--- src/rtl/stop_watch_pkg.sv ---
`default_nettype none
// ============================================================================
//  Module   : stop_watch_pkg
//  Purpose  : Shared types and constants for the stop-watch control path.
//  Revision : 1.0 - initial release
// ============================================================================
package stop_watch_pkg;

    typedef enum logic [1:0] {
        IDLE = 2'd0,
        RUN  = 2'd1,
        LAP  = 2'd2,
        STOP = 2'd3
    } ctrl_state_t;

    typedef logic [3:0] bcd_t;

    localparam bcd_t DIGIT_MAX     = 4'd9;
    localparam int   DB_CYCLES_DEF = 2_000_000;

endpackage : stop_watch_pkg
`default_nettype wire

--- src/rtl/btn_debounce.sv ---
`default_nettype none
// ============================================================================
//  Module   : btn_debounce
//  Purpose  : 2-FF synchronizer, stability counter and one-cycle press pulse
//             on each accepted 0->1 transition of a raw push-button.
//  Revision : 1.0 - initial release
// ============================================================================
module btn_debounce
    import stop_watch_pkg::*;
#(
    parameter int DB_CYCLES = DB_CYCLES_DEF
) (
    input  logic clk,
    input  logic rst,
    input  logic btn,
    output logic press
);

    localparam int DB_W = $clog2(DB_CYCLES + 1);
    localparam logic [DB_W-1:0] c_cnt_last = DB_W'(DB_CYCLES - 1);

    logic            r_sync0;
    logic            r_sync1;
    logic            r_level;
    logic            r_level_q;
    logic            r_press;
    logic [DB_W-1:0] r_cnt;

    always_ff @(posedge clk) begin
        if (rst) begin
            r_sync0   <= 1'b0;
            r_sync1   <= 1'b0;
            r_level   <= 1'b0;
            r_level_q <= 1'b0;
            r_press   <= 1'b0;
            r_cnt     <= '0;
        end else begin
            r_sync0   <= btn;
            r_sync1   <= r_sync0;
            r_level_q <= r_level;
            r_press   <= r_level & ~r_level_q;
            // Any sample agreeing with the accepted level restarts the stability window.
            if (r_sync1 == r_level) begin
                r_cnt <= '0;
            end else if (r_cnt == c_cnt_last) begin
                r_level <= r_sync1;
                r_cnt   <= '0;
            end else begin
                r_cnt <= r_cnt + DB_W'(1);
            end
        end
    end

    assign press = r_press;

endmodule : btn_debounce
`default_nettype wire

--- src/rtl/stop_watch_ctrl.sv ---
`default_nettype none
// ============================================================================
//  Module   : stop_watch_ctrl
//  Purpose  : Button sequencer for the BCD stop-watch: debounces start/stop
//             and lap/reset, drives go/clr, holds lap time, muxes display.
//             Optional macro STOP_WATCH_CTRL_AUTOSTOP_EN freezes at 999.
//  Revision : 1.0 - initial release
// ============================================================================
module stop_watch_ctrl
    import stop_watch_pkg::*;
#(
    parameter int DB_CYCLES = DB_CYCLES_DEF
) (
    input  logic       clk,
    input  logic       rst,
    input  logic       btn_ss,
    input  logic       btn_lr,
    input  logic [3:0] d2,
    input  logic [3:0] d1,
    input  logic [3:0] d0,
    output logic       go,
    output logic       clr,
    output logic [3:0] disp2,
    output logic [3:0] disp1,
    output logic [3:0] disp0,
    output logic       run_led,
    output logic       lap_led
);

    logic        w_ss_p;
    logic        w_lr_p;
    logic        w_at_max;
    logic        w_clr_nxt;
    logic        w_capture;
    ctrl_state_t r_state;
    ctrl_state_t w_state_nxt;
    bcd_t        r_lap2;
    bcd_t        r_lap1;
    bcd_t        r_lap0;

    btn_debounce #(.DB_CYCLES(DB_CYCLES)) u_db_ss (
        .clk   (clk),
        .rst   (rst),
        .btn   (btn_ss),
        .press (w_ss_p)
    );

    btn_debounce #(.DB_CYCLES(DB_CYCLES)) u_db_lr (
        .clk   (clk),
        .rst   (rst),
        .btn   (btn_lr),
        .press (w_lr_p)
    );

`ifdef STOP_WATCH_CTRL_AUTOSTOP_EN
    assign w_at_max = (d2 == DIGIT_MAX) && (d1 == DIGIT_MAX) && (d0 == DIGIT_MAX);
`else
    assign w_at_max = 1'b0;
`endif

    // Start/stop always outranks lap/reset when both pulses coincide.
    always_comb begin
        w_state_nxt = r_state;
        w_clr_nxt   = 1'b0;
        w_capture   = 1'b0;
        case (r_state)
            IDLE: begin
                if (w_ss_p) begin
                    w_state_nxt = RUN;
                end else if (w_lr_p) begin
                    w_clr_nxt = 1'b1;
                end
            end
            RUN: begin
                if (w_at_max || w_ss_p) begin
                    w_state_nxt = STOP;
                end else if (w_lr_p) begin
                    w_state_nxt = LAP;
                    w_capture   = 1'b1;
                end
            end
            LAP: begin
                if (w_at_max || w_ss_p) begin
                    w_state_nxt = STOP;
                end else if (w_lr_p) begin
                    w_state_nxt = RUN;
                end
            end
            STOP: begin
                if (w_ss_p) begin
                    if (!w_at_max) begin
                        w_state_nxt = RUN;
                    end
                end else if (w_lr_p) begin
                    w_state_nxt = IDLE;
                    w_clr_nxt   = 1'b1;
                end
            end
            default: w_state_nxt = IDLE;
        endcase
    end

    always_ff @(posedge clk) begin
        if (rst) begin
            r_state <= IDLE;
            go      <= 1'b0;
            clr     <= 1'b0;
            r_lap2  <= '0;
            r_lap1  <= '0;
            r_lap0  <= '0;
        end else begin
            r_state <= w_state_nxt;
            go      <= (w_state_nxt == RUN) || (w_state_nxt == LAP);
            clr     <= w_clr_nxt;
            if (w_capture) begin
                r_lap2 <= d2;
                r_lap1 <= d1;
                r_lap0 <= d0;
            end
        end
    end

    assign run_led = (r_state == RUN) || (r_state == LAP);
    assign lap_led = (r_state == LAP);
    assign disp2   = lap_led ? r_lap2 : d2;
    assign disp1   = lap_led ? r_lap1 : d1;
    assign disp0   = lap_led ? r_lap0 : d0;

endmodule : stop_watch_ctrl
`default_nettype wire

--- config.mk ---
export PLATFORM = sky130hd
export DESIGN_NAME = stop_watch_ctrl
export DESIGN_NICKNAME = d
export VERILOG_FILES = /design/src/rtl/stop_watch_pkg.sv /design/src/rtl/btn_debounce.sv /design/src/rtl/stop_watch_ctrl.sv
export SDC_FILE = /design/constraint.sdc
export NUM_CORES = 1
export LEC_CHECK = 0
export ABC_AREA = 1
export CAP_MARGIN = 20
export CORE_MARGIN = 3
export CORE_UTILIZATION = 52
export DETAILED_ROUTE_END_ITERATION = 8
export PLACE_DENSITY = 0.72
export REMOVE_ABC_BUFFERS = 1
export SLEW_MARGIN = 20
export SYNTH_ARGS = -nofsm -noshare
export SYNTH_HDL_FRONTEND = slang
export SYNTH_HIERARCHICAL = 1
export SYNTH_SLANG_ARGS = --single-unit
--- constraint.sdc ---
create_clock -name clk -period 1.4 [get_ports clk]
set_clock_uncertainty 0.15 [all_clocks]
set_input_delay 0.35 -clock clk [delete_from_list [all_inputs] [get_ports clk]]
set_output_delay 0.35 -clock clk [all_outputs]
set_load 0.02 [all_outputs]
==> qor.txt <==
OUTCOME
--------------------------------------------------------------------------------------------------
Outcome                                                                               finished, violations left
Failing checks                                                                        setup timing

PLACED DESIGN
--------------------------------------------------------------------------------------------------
Total half-perimeter wirelength after legalization and detailed placement                  5590 µm
Placed Cells                                                                                   665
Post-placement worst setup slack                                                         -0.753 ns
RePlAce Congestion                                                                           0.896
Port-buffer cells                                                                               31

STA
--------------------------------------------------------------------------------------------------
Fin crit period                                                                            1.97 ns
Max Clk Rate                                                                             0.508 GHz
Slew at the pin with the worst max-slew slack                                             0.341 ns
Final Hold Viols                                                                                 0
Ratio of final minimum period to clock period                                                 141%
Max-slew headroom at the worst pin                                                           77.2%
Setup Viol. Count Final                                                                         73
Unrepaired setup endpoints after global routing                                               true
Final setup slack of the worst path                                                      -0.569 ns
Slew Limit Fails                                                                                 0

SYNTHESIS
--------------------------------------------------------------------------------------------------
Asr flop ratio synth                                                                            0%
Simple-gate area share of the yosys netlist                                                  33.7%
Number of synthesized flops with an enable pin                                                   0
Yosys top cell by area                                                                     dfxtp_1
Post-synthesis cell count                                                                      496
Number of distinct library cells after synthesis                                                25
Register area share after synthesis                                                          39.6%
Post-Synth Adder-Cell Area                                                                   2.18%
Xor and xnor area share after synthesis                                                      4.08%
Mean cell area of the mapped netlist                                                      6.93 µm²
Cell types occupying the most area after synthesis                                    dfxtp_1 40%, nand2_1 13%, nor2_1 11%, inv_1 6.1%, a21oi_1 4.7%
Dominant combinational cell family by area after synthesis                            simple AND/OR/NAND/NOR gates
Count of warnings emitted by yosys                                                               6
Primary flip-flop cell chosen by synthesis mapping                                         dfxtp_1
Number of synthesized register bits                                                             68
Area fraction of the dominant cell type after synthesis                                      39.6%
Synthesized-area fraction occupied by ao, oa, aoi and oai cells                              11.2%
Multiplexer share of the synthesized area                                                       0%
Cell area after synthesis                                                                 3440 µm²

GRT
--------------------------------------------------------------------------------------------------
First-pass GRT wire length                                                                15300 µm
Maximum number of pins on one net before global-route repair                                    14
Global-route usage over all layers                                                           25.3%
Antenna violations before repair                                                                 0
Global-route congestion overflow total                                                           0
Vias in the first global route                                                                3439

DIE
--------------------------------------------------------------------------------------------------
DIE AREA                                                                                  7620 µm²
Starting Density                                                                             55.8%
Area of the core                                                                          6170 µm²
Floorplan die width                                                                        87.3 µm
Ports                                                                                           32
Die height                                                                                 87.3 µm
Num rows                                                                                        28

CRITICAL PATH
--------------------------------------------------------------------------------------------------
CP max stage delay                                                                         0.33 ns
Critical-path maximum fanout                                                                     6
Standard cell with the maximum stage delay on the critical path                            dfxtp_2
Classification of the worst setup path                                                flop to primary output
Nature of the critical path endpoint                                                  primary output
Data arrival time at the worst-slack endpoint                                              1.47 ns
Critical path data required time                                                           0.90 ns
Largest delay share family, worst path                                                buffers and inverters
Bufs and invs on worst path                                                                      3
Crit start category                                                                           flop
Cell-by-cell listing of the critical path                                             inv_2, ha_4, clkbuf_16, nor2_4, a21oi_2, buf_6

CLOCK NETWORK
--------------------------------------------------------------------------------------------------
Number of buffers created by CTS                                                                 9
# hold bufs at CTS                                                                               0
Number of H-tree levels                                                                          3
Maximum number of buffers from clock root to sink                                                2
Buffer type at the clock tree root                                                        clkbuf_8
Clock transition time at the flip-flop clock pins of the worst setup and hold paths        0.07 ns
Clock tree from TritonCTS                                                                    built
TritonCTS sink count                                                                            68
Worst skew pair latency                                                                    0.35 ns

DRT
--------------------------------------------------------------------------------------------------
Number of remaining DRC errors                                                                   0
Via-to-Cell Ratio                                                                             5.78
Iteration-0 DRC Markers                                                                        356
Number of nets still failing antenna checks after routing                                        0
Count of TritonRoute iterations in the first routing pass                                        7
Drt total wl                                                                              13100 µm
Average wire length per cell after detail routing                                          18.8 µm
Vias                                                                                          4020

FINAL LAYOUT
--------------------------------------------------------------------------------------------------
Leading cell types in the layout, fill and taps excluded                              103 x nand2_1, 68 x buf_4, 56 x nor2_1
Layout overhead on the synthesized area                                                      59.7%
Most frequent standard cell in the layout excluding fill and tap cells                     nand2_1
Share of final-layout standard cells stronger than drive strength 1                          48.5%
Diodes inserted                                                                                  0
Post-layout instance count excluding filler cells                                              695
Number of nets in the final layout                                                             637
Filler cell count in the final layout                                                          260

POWER
--------------------------------------------------------------------------------------------------
Static Leak                                                                             0.00195 µW
Worst IR Drop VDD                                                                       0.000810 V
Pwr per Cell Area                                                                       708 nW/µm²

HOLD PATH
--------------------------------------------------------------------------------------------------
Hold Crit Class                                                                       flop to flop

FLOW RUN
--------------------------------------------------------------------------------------------------
Max-cap check violation count                                                                    0

-- worst reg2reg max path: stages, from the launching register on --
cell and delay [ns]:
dfxtp_4 0.36, buf_6 0.11, buf_6 0.11, inv_4 0.06, buf_6 0.09, ha_4 0.19, nand3_4 0.20, buf_12 0.23
o21ai_2 0.13, a21oi_2 0.05
-- worst paths after layout --
check	startpoint	to	slack [ns]	cells past startpoint
worst max-delay path	r_state[0]	disp0[1]	-0.57	6
worst min-delay path	u_db_lr/r_level_q	u_db_lr/press	0.27	1
worst max register to register	r_state[1]	r_lap0[1]	-0.40	9
worst min register to register	u_db_lr/r_level_q	u_db_lr/press	0.27	1
-- layout make-up --
type / instances / area (µm²) / share of cell area [%]
Clock buffer: 12 / 145 / 2.64
Clock inverter: 4 / 48.8 / 0.889
Inverter: 60 / 235 / 4.28
Multi-Input combinational cell: 358 / 2430 / 44.2
Sequential cell: 68 / 1400 / 25.4
Tap cell: 75 / 93.8 / 1.71
Timing Repair Buffer: 118 / 1140 / 20.8
-- Yosys cell counts (4+ instances only) --
| cell | instances |
|---|---|
| a21oi_1 | 32 |
| inv_2 | 4 |
| nand3_1 | 24 |
| nand2_1 | 116 |
| nand2_2 | 4 |
| or2_0 | 4 |
| o21ai_1 | 4 |
| o21ai_0 | 6 |
| buf_6 | 6 |
| ha_1 | 6 |
| nand4_1 | 4 |
| dfxtp_1 | 68 |
| inv_1 | 56 |
| nand3_2 | 5 |
| nor3_1 | 7 |
| o21ai_2 | 8 |
| or2_2 | 4 |
| a21oi_2 | 12 |
| nor2_1 | 102 |
| xor2_1 | 10 |
| xnor2_1 | 6 |
-- repair_timing --
action | in CTS | in global routing
setup endpoints to repair | 75 | 72
resized for setup | 180 | 127
buffers inserted | 8 | 5
pin swaps | 18 | 21
cloned | 4 | 1
-- metal layers --
metal | share of wire, % | GRT usage [%] | vias to the layer above
li1 | - | - | 1790
met1 | 36 | 29.1 | 1882
met2 | 51 | 45.1 | 256
met3 | 6.7 | 6.72 | 92
met4 | 6.8 | 7.81 | 0
met5 | 0 | 0 | -
-- registers in the layout, summed over array words and instances (netlist names) --
name and cells:
u_db_lr/r_cnt 21, u_db_ss/r_cnt 21, r_lap0 4, r_lap1 4
r_lap2 4, r_state 2, clr 1, go 1
u_db_lr/press 1, u_db_lr/r_level 1, u_db_lr/r_level_q 1, u_db_lr/r_sync0 1
u_db_lr/r_sync1 1, u_db_ss/press 1, u_db_ss/r_level 1, u_db_ss/r_level_q 1
u_db_ss/r_sync0 1, u_db_ss/r_sync1 1
-- cells by family (layout without fill, tap and decap cells) --
family,after synthesis,in the layout
and+or+nand+nor,274,274
buffers and inverters,70,194
DFF,68,68
AOI/OAI and AO/OA,62,62
xor gates and xnor gates,16,16
adders and majority gates,6,6
-- through the flow --
stage	hold slack (ns)	TNS [ns]	total power [µW]	utilization, %	instance area (µm²)
after floorplan	0.224	-17.35	2070	-	3350
after global placement	0.229	-25.43	2200	70.5	4350
after detailed placement	0.235	-26.19	2210	70.5	4350
after CTS	0.240	-9.37	3820	81.3	5010
after global routing	0.286	-21.97	3990	89.1	5490
final	0.266	-18.53	3890	89.1	5490
-- where the power goes --
| part | internal [µW] | leakage [µW] | switching (µW) |
|---|---|---|---|
| combinational | 147 | 0.00129 | 154 |
| clock | 870 | 0.000100 | 778 |
| sequential | 1930 | 0.000561 | 5.23 |
| total | 2950 | 0.00195 | 938 |
Power figures use the tool's default switching activity.
